### config.mk
export PLATFORM = sky130hd
export DESIGN_NAME = load_store_unit
export DESIGN_NICKNAME = d
export VERILOG_FILES = /design/src/rtl/load_store_unit.sv
export SDC_FILE = /design/constraint.sdc
export NUM_CORES = 1
export LEC_CHECK = 0
export BUFFER_PORTS_ARGS = -buffer_cell sky130_fd_sc_hd__buf_2
export CELL_PAD_IN_SITES_DETAIL_PLACEMENT = 0
export CELL_PAD_IN_SITES_GLOBAL_PLACEMENT = 1
export CORE_ASPECT_RATIO = 1.75
export CORE_MARGIN = 5
export CORE_UTILIZATION = 37
export CTS_BUF_LIST = sky130_fd_sc_hd__clkbuf_8
export CTS_CLUSTER_DIAMETER = 100
export DETAILED_ROUTE_END_ITERATION = 16
export PLACE_DENSITY = 0.81
export RECOVER_POWER = 50
export SLEW_MARGIN = 5
export SYNTH_ARGS = -nofsm -noshare
export SYNTH_HDL_FRONTEND = slang
export SYNTH_SLANG_ARGS = --single-unit
### constraint.sdc
create_clock -name clk -period 3.5 [get_ports clk]
set_input_delay 1.05 -clock clk [delete_from_list [all_inputs] [get_ports clk]]
set_output_delay 1.05 -clock clk [all_outputs]
set_load 0.02 [all_outputs]
### src/rtl/load_store_unit.sv
// rtl/load_store_unit.sv - RV32 load/store unit with byte/half extraction and read-modify-write stores
module load_store_unit #(
   parameter int MEM_WORDS = 100
) (
   input  logic        clk,
   input  logic        rst,
   input  logic        req_valid,
   output logic        req_ready,
   input  logic        req_we,
   input  logic [2:0]  req_funct3,
   input  logic [31:0] req_addr,
   input  logic [31:0] req_wdata,
   output logic        resp_valid,
   output logic [31:0] resp_rdata,
   output logic        resp_err,
   output logic        busy,
   output logic        d_r_en,
   output logic        d_w_en,
   output logic [31:0] d_add,
   output logic [31:0] data_in,
   input  logic [31:0] d_out
);

   typedef enum logic [2:0] {
      S_IDLE,
      S_READ,
      S_WAIT,
      S_WRITE,
      S_RESP
   } state_t;

   localparam logic [31:0] MEM_WORDS_W = 32'(MEM_WORDS);

   state_t      state;
   state_t      state_next;
   logic        we_q;
   logic [2:0]  f3_q;
   logic [31:0] addr_q;
   logic [31:0] word_q;   // store data at acceptance, merged word after the read
   logic        err_q;
   logic        accept;
   logic        req_err;
   logic [31:0] word_idx;
   logic [7:0]  byte_v;
   logic [15:0] half_v;
   logic [31:0] load_val;
   logic [31:0] merged;

   assign accept   = req_valid && req_ready;
   assign word_idx = {2'b00, addr_q[31:2]};

   // Classify the incoming request as illegal before it is accepted
   always_comb begin
      req_err = 1'b0;
      case (req_funct3)
         3'b001, 3'b101: if (req_addr[0]) req_err = 1'b1;
         3'b010:         if (req_addr[1:0] != 2'b00) req_err = 1'b1;
         3'b011, 3'b110, 3'b111: req_err = 1'b1;
         default: ;
      endcase
      if (req_we && req_funct3[2]) req_err = 1'b1;
      if ({2'b00, req_addr[31:2]} >= MEM_WORDS_W) req_err = 1'b1;
   end

   // Lane extraction for loads and lane replacement for narrow stores
   always_comb begin
      byte_v   = d_out[{addr_q[1:0], 3'b000} +: 8];
      half_v   = d_out[{addr_q[1], 4'b0000} +: 16];
      load_val = d_out;
      merged   = d_out;
      case (f3_q[1:0])
         2'b00: begin
            load_val = {{24{~f3_q[2] & byte_v[7]}}, byte_v};
            merged[{addr_q[1:0], 3'b000} +: 8] = word_q[7:0];
         end
         2'b01: begin
            load_val = {{16{~f3_q[2] & half_v[15]}}, half_v};
            merged[{addr_q[1], 4'b0000} +: 16] = word_q[15:0];
         end
         default: ;
      endcase
   end

   // State register
   always_ff @(posedge clk) begin
      if (!rst) state <= S_IDLE;
      else      state <= state_next;
   end

   // Next-state decode
   always_comb begin
      state_next = state;
      case (state)
         S_IDLE: begin
            if (accept) begin
               if (req_err)                             state_next = S_RESP;
               else if (req_we && req_funct3 == 3'b010) state_next = S_WRITE;
               else                                     state_next = S_READ;
            end
         end
         S_READ:  state_next = S_WAIT;
         S_WAIT:  state_next = we_q ? S_WRITE : S_RESP;
         S_WRITE: state_next = S_RESP;
         S_RESP:  state_next = S_IDLE;
         default: state_next = S_IDLE;
      endcase
   end

   // Moore outputs; enables are gated by reset so a reset cycle never touches memory
   always_comb begin
      req_ready  = (state == S_IDLE) && rst;
      busy       = (state != S_IDLE);
      resp_valid = (state == S_RESP) && rst;
      resp_err   = (state == S_RESP) && rst && err_q;
      d_r_en     = (state == S_READ) && rst;
      d_w_en     = (state == S_WRITE) && rst;
      d_add      = ((state == S_READ) || (state == S_WRITE)) ? word_idx : 32'h0;
      data_in    = (state == S_WRITE) ? word_q : 32'h0;
   end

   // Request latch, merge register and response data
   always_ff @(posedge clk) begin
      if (!rst) begin
         we_q       <= 1'b0;
         f3_q       <= 3'b000;
         addr_q     <= 32'h0;
         word_q     <= 32'h0;
         err_q      <= 1'b0;
         resp_rdata <= 32'h0;
      end else begin
         if (accept) begin
            we_q   <= req_we;
            f3_q   <= req_funct3;
            addr_q <= req_addr;
            word_q <= req_wdata;
            err_q  <= req_err;
            if (req_err) resp_rdata <= 32'h0;
         end
         if (state == S_WAIT) begin
            if (we_q) word_q     <= merged;
            else      resp_rdata <= load_val;
         end
         if (state == S_WRITE) resp_rdata <= 32'h0;
      end
   end

endmodule

==> reports/results.txt <==
Detailed routing inserted a total of 6,629 vias. The tools report the post-synthesis sequential area ratio as 0.3415. The die covers 19,240 um^2. The buffer levels on the longest clock path was 2.

The clock reaches the later pin of the worst-skew pair after 0.38 ns. TritonCTS built the clock tree. The netlist uses 57 different library cells. Quantity of hold-fixing buffers added after cts: 0. The worst setup path is of the in2reg kind. The via count of the first global-routing pass came out at 6,374. The max-slew violation count is 0, and the wire length per cell after detailed routing is 19.24 um.

The combinational cell fraction of total power is 0.195, and the cell-internal power is 0.001678 W. Post-CTS timing repair inserted 0 buffers for setup. In the final timing run, aggregate negative setup slack is 0 ns.

The first detailed-routing pass ran for 5 iterations. Subtracting the final worst setup slack from the clock period gives 3.041 ns. The floorplan step defined a core boundary enclosing 16,290 um^2.

Dividing the synthesized area by the synthesized cell count gives 7.425 um^2. The die is 179.8 um tall. The logs give 0.6393 ns for the minimum setup slack after placement and 0.2272 for the total routing resource utilization after global routing.

For this block, the routed nets add up to 22.69 mm of wire. The tools report the number of antenna violations at the first check in global routing as 2. The wire-length estimate of the detail-placed layout is 17.17 mm. The first-pass GRT wire length came out at 34.84 mm. The x dimension of the die is 107.0 um. The clock net in this run drives a total of 104 sinks.

The worst setup path is launched from an input pin. The worst setup path is captured at a flop. The clock arrives with 0.01528 ns of skew. For the net count reported at finish, the log shows 1,089. The number of synthesized flops with an enable pin is 0. The sequential power share came out at 0.519. The logs give 0.4589 ns for the slack of the critical path and 3.31 ns for the arrival time at the worst endpoint. For the tightest hold margin, the log shows 0.4532 ns. For the synthesized netlist cell count, the log shows 821. The run gives 0 as the post-detailed-route DRC marker count. Derived from the worst setup path, the maximum achievable clock frequency is 0.3288 GHz.

The tools report the warning count from the yosys run as 0. Setup repair after global routing left no endpoint under its margin. The H-tree depth is 3.

The share of power burned in the clock network was 0.286. Among all stages on the critical path, the largest delay is contributed by sky130_fd_sc_hd__and2_0. Entering global routing, the biggest net connects 60 pins. The total overflow reported by the global router is 0. The placed instances occupy a cell area of 7248 um^2. For the pin with the worst max-slew slack, the measured transition is 1.183 ns. Synthesis inferred 104 register bits. The clock root buffer is sky130_fd_sc_hd__clkbuf_8. The post-placement cell count came out at 1,162. The detail route stage leaves a number of antenna-violating nets equal to 0. The run gives 3.285 nW as the standby leakage power.

Traced cell by cell, the critical path runs through buf_2 -> nor4b_2 -> and2_0 -> buf_4 -> nand2_1 -> a311oi_1. The number of vias per cell after detailed routing came out at 5.623. The flow ran to the end, and the final reports show no timing, DRC or antenna violations. The share of synthesized registers carrying an async set or reset is 0.

The power density relative to cell area was 336.9 nW/um^2; the I/O pin count was 205. The first routing iteration left 375 violations. After clock tree synthesis, the clock-pin slew on the worst setup and hold paths is 0.10 ns. Number of clock buffers inserted by TritonCTS: 9.

Final cycle utilization of the critical path: 0.8689. The logs give 0.0007873 W for the switching power and 6096 um^2 for the cell area after technology mapping. The logs give 0.9046 for the global placement routability congestion and 0.2112 for the relative slew slack. The run gives 62 as the total number of placement rows. The finished layout holds 1,179 standard cells, fillers aside. The fraction of final layout cells with drive strength greater than 1 is 0.2312. The data required time at the worst endpoint was 3.77 ns.

Across the VDD grid, the largest voltage drop is 163.2 uV. Along the worst path, the maximum fanout reaches 26. For the count of endpoints failing hold in the final timing report, the log shows 0.

The post-cts sizing count is 0, and the count of final setup violators is 0. The cell area after layout was 7318 um^2. Max-cap violations in this run came to 0.

For this run, the slowest stage of the critical path takes 0.96 ns. The area growth from synthesis to layout is 20.05%. Share of total power consumed by net switching: 0.3193. In this run the worst hold path is classified as reg2reg. The count of buffers added on input and output ports is 202. Starting utilization of the core area: 0.3742.

In the synthesized netlist the dominant register cell turns out to be sky130_fd_sc_hd__dfxtp_1.
==> cells by family (layout without fill, tap and decap cells) <==
kind of cell,after synthesis,in the layout,share of synthesized area
simple gates,404,404,0.3259
mux,10,10,0.01806
compound gates,214,214,0.2465
fa+ha+maj,5,5,0.01026
other cells,1,3,0.0006152
buf+inv,83,247,0.05706
flops,104,104,0.3415
==> stage by stage <==
step	total power [W]	util
final	0.002466	0.4492
after global routing	0.002597	0.4492
after CTS	0.002501	0.4555
after detailed placement	0.001788	0.4449
after global placement	0.001786	0.4449
after floorplan	0.001594	-
==> final timing paths <==
check	cells after the start	slack, ns	startpoint	to
min reg2reg	2	0.45	addr_q[13]$_SDFFE_PN0P_	addr_q[13]$_SDFFE_PN0P_
min	2	0.45	addr_q[13]$_SDFFE_PN0P_	addr_q[13]$_SDFFE_PN0P_
max reg2reg	5	0.68	state[1]$_SDFFE_PN0P_	word_q[5]$_SDFF_PN0_
max	6	0.46	rst	word_q[5]$_SDFF_PN0_
==> flip-flops by register name, indices dropped and copies added, names as in the netlist <==
register / cells
we_q: 1
err_q: 1
f3_q: 3
addr_q: 32
word_q: 32
resp_rdata: 32
state: 3
==> Yosys cell counts, drive strengths merged (9+ instances only) <==
cell	instances	area [um^2]
and3	34	212.7
o221ai	16	140.1
nand2	177	664.4
clkbuf	58	217.7
a31oi	16	100.1
a211oi	24	230.2
nor2b	26	162.7
a21oi	61	309.1
nor3	12	70.07
and2	34	212.7
o21ai	28	140.1
buf	20	111.4
dfxtp	104	2082
a221oi	23	201.4
a22oi	9	67.56
nand3	33	165.2
a22o	9	78.83
nor2	51	207.7
==> metal layers <==
layer	vias up	GRT usage	share of wire
li1	3272	-	-
met2	244	0.3995	0.51
met5	-	0	0.00057
met4	2	0.1249	0.056
met3	50	0.04487	0.058
met1	3061	0.2508	0.38
==> critical path: cells and delay by family <==
kind	cells	cell delay, ns
AOI/OAI and AO/OA	1	0.31
and+or+nand+nor	3	1.36
buffers and inverters	2	0.60
==> cells in the final DEF (no fill, tap or decap), drive strengths merged, types with 9 or more instances in the layout <==
cell type / n
buf: 191
nand2: 177
dfxtp: 104
a21oi: 61
nor2: 51
clkbuf: 44
and3: 34
and2: 34
nand3: 33
o21ai: 28
nor2b: 26
a211oi: 24
a221oi: 23
o221ai: 16
a31oi: 16
nor3: 12
a22oi: 9
a22o: 9
==> area by class of cell <==
cell class                 count  area, um^2
antenna                        1       2.502
clock buffer                   9       123.9
clock inverter                 7       47.55
fill                        1734        8972
inverter                       5       18.77
multi-input combinational    635        3635
sequential                   104        2083
tap                          192       240.2
timing repair buffer         226        1167
==> power groups by stage <==
stage | logic, W | registers [W] | clock network [W]
2_1_floorplan | 0.000312 | 0.00128 | 0
3_3_place_gp | 0.000481 | 0.00131 | 0
3_5_place_dp | 0.000482 | 0.00131 | 0
4_1_cts | 0.000484 | 0.00128 | 0.000738
5_1_grt | 0.000532 | 0.00129 | 0.000779
6_report | 0.000481 | 0.00128 | 0.000704
Power figures use the tool's default switching activity.
